===== config.mk =====
export PLATFORM = sky130hd
export DESIGN_NAME = mem_access_unit
export DESIGN_NICKNAME = d
export VERILOG_FILES = /design/src/rtl/mem_access_unit.sv
export SDC_FILE = /design/constraint.sdc
export NUM_CORES = 1
export LEC_CHECK = 0
export BUFFER_PORTS_ARGS = -buffer_cell sky130_fd_sc_hd__clkbuf_2
export CORE_AREA = 2 2 96 98
export DETAILED_ROUTE_END_ITERATION = 8
export DIE_AREA = 0 0 98 100
export GPL_TIMING_DRIVEN = 0
export PLACE_DENSITY = 0.87
export SYNTH_ARGS = -nofsm -noshare
export SYNTH_HDL_FRONTEND = slang
export SYNTH_SLANG_ARGS = --single-unit
export TNS_END_PERCENT = 100

===== constraint.sdc =====
create_clock -name clk -period 3.2 [get_ports clk]
set_input_delay 0.64 -clock clk [delete_from_list [all_inputs] [get_ports clk]]
set_output_delay 0.64 -clock clk [all_outputs]
set_load 0.01 [all_outputs]

===== src/rtl/mem_access_unit.sv =====
// Memory-stage load/store unit: alignment checks, bus request handshake,
// pipeline stall generation and load-data extension.
module mem_access_unit #(
  parameter int ADDR_W = 32,
  parameter int DATA_W = 32
) (
  input  logic              clk,
  input  logic              rst,
  input  logic [5:0]        op_i,
  input  logic [ADDR_W-1:0] addr_i,
  input  logic [DATA_W-1:0] wdata_i,
  input  logic              mem_en_i,
  input  logic              mem_we_i,
  input  logic              flush_i,
  input  logic              stall_ext_i,
  output logic [DATA_W-1:0] rdata_o,
  output logic              adel_o,
  output logic              ades_o,
  output logic [ADDR_W-1:0] bad_addr_o,
  output logic              stallreq_o,
  output logic              data_req,
  output logic              data_wr,
  output logic [1:0]        data_size,
  output logic [ADDR_W-1:0] data_addr,
  output logic [3:0]        data_wstrb,
  output logic [DATA_W-1:0] data_wdata,
  input  logic              data_addr_ok,
  input  logic              data_data_ok,
  input  logic [DATA_W-1:0] data_rdata
);
  localparam logic [5:0] OP_LB = 6'b100000, OP_LBU = 6'b100100, OP_LH = 6'b100001,
                         OP_LHU = 6'b100101, OP_LW = 6'b100011, OP_SB = 6'b101000,
                         OP_SH = 6'b101001, OP_SW = 6'b101011;

  localparam logic [2:0] IDLE = 3'd0, REQ_WAIT = 3'd1, DATA_WAIT = 3'd2,
                         DONE = 3'd3, DRAIN = 3'd4;

  typedef struct packed {
    logic [DATA_W-1:0] word;
    logic [5:0]        op;
    logic [1:0]        off;
  } ldLatch_t;

  logic       isLoad, isStore, misal, access;
  logic [1:0] size;
  logic [2:0] state, nxt;
  logic       reqC, stallC, latchEn;
  ldLatch_t   lat;

  always_comb begin
    isLoad  = 1'b0;
    isStore = 1'b0;
    size    = 2'd0;
    case (op_i)
      OP_LB, OP_LBU:  isLoad = 1'b1;
      OP_LH, OP_LHU:  begin isLoad = 1'b1; size = 2'd1; end
      OP_LW:          begin isLoad = 1'b1; size = 2'd2; end
      OP_SB:          isStore = 1'b1;
      OP_SH:          begin isStore = 1'b1; size = 2'd1; end
      OP_SW:          begin isStore = 1'b1; size = 2'd2; end
      default: ;
    endcase
  end

  // Faults depend only on op/addr so flush (driven from these) cannot loop back.
  assign misal      = (size == 2'd1 && addr_i[0]) || (size == 2'd2 && addr_i[1:0] != 2'b00);
  assign adel_o     = isLoad & misal;
  assign ades_o     = isStore & misal;
  assign bad_addr_o = (adel_o | ades_o) ? addr_i : '0;
  assign access     = mem_en_i & (isLoad | isStore) & ~adel_o & ~ades_o & ~flush_i;

  assign data_wr   = mem_we_i;
  assign data_size = size;
  assign data_addr = addr_i;

  always_comb begin
    data_wstrb = 4'b0000;
    data_wdata = wdata_i;
    case (size)
      2'd0: begin
        data_wstrb = 4'b0001 << addr_i[1:0];
        data_wdata = {4{wdata_i[7:0]}};
      end
      2'd1: begin
        data_wstrb = 4'b0011 << addr_i[1:0];
        data_wdata = {2{wdata_i[15:0]}};
      end
      default: data_wstrb = 4'b1111;
    endcase
    if (!isStore) data_wstrb = 4'b0000;
  end

  always_comb begin
    nxt     = state;
    reqC    = 1'b0;
    stallC  = 1'b0;
    latchEn = 1'b0;
    case (state)
      IDLE, REQ_WAIT: begin
        // REQ_WAIT keeps the request up unless the instruction is flushed.
        if ((state == IDLE) ? access : !flush_i) begin
          reqC   = 1'b1;
          stallC = 1'b1;
          if (data_addr_ok && data_data_ok) begin
            nxt     = DONE;
            latchEn = 1'b1;
          end else if (data_addr_ok) nxt = DATA_WAIT;
          else                       nxt = REQ_WAIT;
        end else nxt = IDLE;
      end
      DATA_WAIT: begin
        stallC = 1'b1;
        if (data_data_ok) begin
          nxt     = DONE;
          latchEn = 1'b1;
        end else if (flush_i) nxt = DRAIN;
      end
      DONE:    if (!stall_ext_i) nxt = IDLE;
      DRAIN: begin
        stallC = mem_en_i;
        if (data_data_ok) nxt = IDLE;
      end
      default: nxt = IDLE;
    endcase
  end

  assign data_req   = rst & reqC;
  assign stallreq_o = rst & stallC;

  always_ff @(posedge clk or negedge rst) begin
    if (!rst) begin
      state <= IDLE;
      lat   <= '0;
    end else begin
      state <= nxt;
      // Stores leave the load result untouched.
      if (latchEn && isLoad) lat <= '{word: data_rdata, op: op_i, off: addr_i[1:0]};
    end
  end

  logic [7:0]  bSel;
  logic [15:0] hSel;
  always_comb begin
    bSel = lat.word[8*lat.off +: 8];
    hSel = lat.off[1] ? lat.word[31:16] : lat.word[15:0];
    case (lat.op)
      OP_LB:   rdata_o = {{24{bSel[7]}}, bSel};
      OP_LBU:  rdata_o = {24'd0, bSel};
      OP_LH:   rdata_o = {{16{hSel[15]}}, hSel};
      OP_LHU:  rdata_o = {16'd0, hSel};
      default: rdata_o = lat.word;
    endcase
  end
endmodule


# [Word-level counts from Yosys, hierarchy flattened]
# Index checks and enable logic that the tools add are counted.
[op_classes] bitwise_logic=13 reduce_logical=15 muxes=25 eq_ne=21 shift=3
[op_table] cell="case mux 32 bit (4 select lines)" n=1
[op_table] cell="== test 6 bit (second input constant)" n=12
[op_table] cell="case mux 32 bit (2 select lines)" n=1
[op_table] cell="two-way mux 32 bit" n=1
[op_table] cell="variable part select 32 x 6 -> 8 bit" n=1
[op_table] cell="two-way mux 16 bit" n=1
[op_table] cell="two-way mux 3 bit" n=5
[op_table] cell="case mux 3 bit (4 select lines)" n=1
[op_table] cell="AND 1 bit" n=8
[op_table] cell="two-way mux 1 bit" n=8
[op_table] cell="case mux 4 bit (2 select lines)" n=1
[op_table] cell="== test 3 x 2 -> 1 bit (second input constant)" n=2
[op_table] cell="OR reduction 3 bit" n=2
[op_table] cell="OR reduction 5 bit" n=1
[op_table] cell="logical AND 1 bit" n=4
[op_table] cell="two-way mux 2 bit" n=2
[op_table] cell="two-way mux 4 bit" n=1
[op_table] cell="inequality test 2 bit (second input constant)" n=2
[op_table] cell="case mux 2 bit (2 select lines)" n=1
[op_table] cell="OR reduction 2 bit" n=2
[op_table] cell="left shift 1 x 2 -> 4 bit (first input constant)" n=1
[op_table] cell="left shift 2 x 2 -> 4 bit (first input constant)" n=1
[op_table] cell="== test 3 x 1 -> 1 bit (second input constant)" n=1
[op_table] cell="== test 3 bit (second input constant)" n=1
[op_table] cell="other kinds (13)" n=16
[totals] regBits=43 wordCells=81 output_inout_bits=139 in_bits=110

# [Logic depth before layout (Yosys ltp)]
[logic_depth] ltp_word=15 depth_mapped=7 mapped_depth_nobuf=5

# [Least setup slack after synthesis]
# OpenSTA, ideal clock, no wires.
[synth_path] path_kind="register to output" from="register lat[3] in the netlist's numbering" to="output rdata_o[16]" n_path_buf=3 arrival_ns=1.888 required_time_ns=2.560 path_stages_with_launch=7 setup_slack_ns=0.672 cell_sequence="dfrtp_1 or4b_4 buf_6 or4_4 buf_6 buf_6 nand2_1"
[synth_via] elab_chain_len=2 word_cells_on_any_way=5 cone_classes="4 x eq/ne; 1 x mux"
[synth_lines] element="from (decl)" line="48" text="ldLatch_t lat;"
[synth_lines] element="from (signal assigned)" line="137" text="if (latchEn && isLoad) lat <= '{word: data_rdata, op: op_i, off: addr_i[1:0]};"
[synth_lines] element="== test 6 bit" line="146" text="case (lat.op)"
[synth_lines] element="case mux 32 bit (4 select lines) (*)" line="146"
[synth_lines] element="to (decl)" line="16" text="output logic [DATA_W-1:0] rdata_o,"
# Mark *: on every way between the ends. The rest lies on a longest branch, timed or not.

# [Final worst setup path]
[layout_path] from="register lat[3] in the netlist's numbering" to="output rdata_o[31]"
# Same word-level chain as after synthesis.

==> qor.csv <==
stage;metric;value;unit
global_route;number of antenna violations at the first check in global routing;0;
critical_path;CP arrival;2.39;ns
layout;layout cell share with drive strength beyond 1;51.57;%
cts;number of buffers added for setup after CTS;0;
critical_path;worst setup slack for register-to-register paths;1.21;ns
floorplanning;die width;98;um
route;WL/cell;15.32;um
timing;Sum Neg Setup Slack;0;ns
timing;final count of pins violating max slew;0;
cts;largest buffer count on any clock path;2;
power_and_ir_drop;share of power burned in combinational logic;58.2;%
route;number of nets still failing antenna checks after routing;0;
hold_path;Tightest Hold Check Type;flip-flop to flip-flop;
synthesis;number of library cell types mapped by synthesis;42;
layout;fin nets;776;
synthesis;most area-hungry cell type in the Yosys netlist;sky130_fd_sc_hd__dfrtp_1;
layout;layout overhead on the synthesized area;42.66;%
power_and_ir_drop;leakage power summed over all cells;2.865;nW
route;DR pass1 iterations;5;
critical_path;cell count of the worst reg-to-reg path;7;
route;detailed-routed wire length on met2;6.055;mm
placed_design;half-perimeter wire length of the detailed placement result;10.00;mm
layout;Diodes inserted;0;
route;Post-route DRC;0;
synthesis;post-synthesis xor/xnor area fraction;0;%
floorplanning;vertical die dimension;100;um
synthesis;area share of the largest cell type after synthesis;31.47;%
synthesis;mux share of post-synthesis cell area;16.06;%
critical_path;category of the critical setup timing path;flip-flop to primary output;
global_route;pin count of the biggest net entering global routing;46;
floorplanning;area of the core;8890;um2
route;WL met1;4.847;mm
route;violation count after the first detailed-route iteration;247;
synthesis;post-synth net total;522;
job;max-cap violation count;0;
hold_path;start point of the worst hold path;lat[7]$_DFFE_PN0P_;
synthesis;Simple-Gate Fraction of Synth Area;25.54;%
layout;Finished Core Util;54.88;%
cts;number of clock sinks;43;
power_and_ir_drop;net switching share of the total power;43.80;%
power_and_ir_drop;fraction of power consumed by the clock network;10.5;%
cts;clock transition at the register clock pins on the worst setup and hold paths after CTS;0.09;ns
timing;min cycle time layout;3.026;ns
floorplanning;starting density of the core;38.47;%
route;WL met3;874;um
cts;number of resized instances in the post-cts repair step;0;
critical_path;Reg-to-Reg End;lat[34]$_DFFE_PN0P_;
synthesis;cells after synthesis;412;
cts;library cell used as clock root buffer;sky130_fd_sc_hd__clkbuf_8;
power_and_ir_drop;areal power density over the cells;661.8;nW/um2
critical_path;launching element type of the critical path;flip-flop;
synthesis;total of warnings raised by yosys;0;
run_status;run status;complete, no violations;
global_route;number of global-route vias before repair;3603;
synthesis;share of the yosys chip area belonging to registers;31.47;%
synthesis;adder-cell share of the synthesized area;0;%
synthesis;biggest area contributors in the synthesized netlist;sky130_fd_sc_hd__dfrtp_1, sky130_fd_sc_hd__mux2_2, sky130_fd_sc_hd__nand2_1;
hold_path;worst-case hold path end point;lat[7]$_DFFE_PN0P_;
critical_path;reg-to-reg startpoint;state[1]$_DFFE_PN0P_;
power_and_ir_drop;internal power contribution;1.815;mW
route;topmost layer with routed signal wires;met4;
floorplanning;Die ar.;9800;um2
floorplanning;number of core rows;35;
timing;transition time of the tightest slew-check pin;1.101;ns
timing;# setup viols final;0;
power_and_ir_drop;worst supply voltage drop on vdd;0.2955;mV
synthesis;share of flip-flops with an asynchronous set or reset after synthesis;100.0;%
placed_design;RePlAce Congestion;0.9284;
cts;Skew-Pair Late Insertion Delay;0.31;ns
power_and_ir_drop;register share of total power;31.4;%
global_route;global-route wire length before repair;18.30;mm
synthesis;synthesized-area fraction occupied by ao, oa, aoi and oai cells;12.48;%
route;via density per instance;4.923;
global_route;residual overflow from global routing;0;
cts;CTS tree;built;
route;Post-Route WL;11.92;mm
timing;Max Clock Skew;0.009568;ns
synthesis;flip-flop and latch count after synthesis;43;
critical_path;required time at the worst-slack endpoint;2.56;ns
critical_path;type of element capturing the critical path;primary output;
synthesis;post-synth design cell area;3420;um2
hold_path;number of cells traversed by the worst hold path;1;
timing;number of hold-slack violations in the final timing report;0;
synthesis;combinational family with the most area after synthesis;simple AND/OR/NAND/NOR gates;
cts;number of buffers inserted by hold repair at cts;0;
cts;total clock buffers created by CTS;5;
global_route;global router's overall resource usage;23.74;%
floorplanning;number of ports placed on the die boundary;249;
synthesis;EDFF count, synth;0;
cts;CTS H-tree depth;2;
route;via count;3830;
timing;Rel. slew slack;26.59;%
placed_design;port buffer count;247;
synthesis;flip-flop cell with the highest count after synthesis;sky130_fd_sc_hd__dfrtp_1;
synthesis;mean area per synthesized cell;8.300;um2
timing;RSZ-0062 raised after global routing;false;
synthesis;most numerous cell types in the synthesized netlist;sky130_fd_sc_hd__nand2_1, sky130_fd_sc_hd__buf_4, sky130_fd_sc_hd__dfrtp_1;
synthesis;dominant cell by count in the synthesized netlist;sky130_fd_sc_hd__nand2_1;
power_and_ir_drop;Sw Pwr;1.414;mW
critical_path;top fanout value on the critical path;10;
timing;maximum achievable frequency;0.3305;GHz
timing;share of the clock period used by the worst path after layout;94.56;%
cell families (layout without fill, tap and decap cells):
| group | Yosys count | after routing |
|---|---|---|
| and+or+nand+nor | 179 | 179 |
| AOI/OAI and AO/OA | 61 | 61 |
| buffers and inverters | 80 | 335 |
| muxes | 49 | 49 |
| DFF | 43 | 43 |
worst max-delay path, cell delays in order (launching register included):
cell and delay [ns]:
sky130_fd_sc_hd__dfrtp_1 0.41, sky130_fd_sc_hd__or4b_4 0.54, sky130_fd_sc_hd__buf_6 0.15, sky130_fd_sc_hd__or4_4 0.50, sky130_fd_sc_hd__buf_6 0.15, sky130_fd_sc_hd__buf_6 0.13
sky130_fd_sc_hd__nand2_1 0.07, sky130_fd_sc_hd__clkbuf_2 0.13
cell usage in the layout, fill, tap and decap left out, drive strengths merged, types with 5 or more instances in the layout:
master and count:
a21oi 14, a221o 5, a222oi 6, a22oi 10
and2 34, buf 50, clkbuf 270, dfrtp 43
inv 11, mux2 47, nand2 98, nand2b 6
nand3 5, nor2 15, nor3 5, o21ai 12
per-stage QoR:
step                instance area, um2  setup slack, ns  cells  power (mW)  hold slack (ns)
floorplan                         3420           0.6720    412       2.172           0.3444
global placement                  4795           0.3714    770       2.849           0.4626
detailed placement                4795           0.3678    770       2.893           0.4770
CTS                               4878           0.1673    778       3.236           0.5011
global route                      4878          0.09104    778       3.494           0.5391
finish                            4878           0.1742    778       3.229           0.5069
per-layer routing:
layer  track usage [%]  vias to the layer above
met5                 0                        -
met2             41.52                      166
met3             5.223                       10
li1                  -                     1871
met4             5.342                        0
met1             30.21                     1783
layout make-up:
class	count	area [um2]
well taps	111	138.9
repair buffers	247	1236
clock buffers	5	68.82
plain buffers	68	449.2
inverters	12	45.04
multi-input cells	289	1849
flip-flops and latches	43	1076
clock inverters	3	15.01
fillers	850	4011
worst max path at each step:
| stage | from | end | slack (ns) | depth (start not counted) |
|---|---|---|---|---|
| finish | lat[3]$_DFFE_PN0P_ | rdata_o[31] | 0.17 | 7 |
| floorplan | lat[3]$_DFFE_PN0P_ | rdata_o[16] | 0.67 | 6 |
| global route | lat[3]$_DFFE_PN0P_ | rdata_o[31] | 0.09 | 7 |
| detailed placement | op_i[1] | data_wdata[25] | 0.37 | 7 |
| global placement | op_i[1] | data_wdata[25] | 0.37 | 7 |
| CTS | lat[3]$_DFFE_PN0P_ | rdata_o[31] | 0.17 | 7 |
sequential cells by signal (all words and copies together) (netlist names):
name   cells
state      3
lat       40
power by group through the flow:
stage / Combinational [mW] / Clock (mW) / Sequential [mW]
after global placement: 1.84 / 0 / 1.01
after global routing: 2.08 / 0.372 / 1.05
after floorplan: 1.24 / 0 / 0.936
after CTS: 1.88 / 0.347 / 1.01
final: 1.88 / 0.338 / 1.01
after detailed placement: 1.87 / 0 / 1.02
No activity file was read; power rests on OpenSTA's default activity.
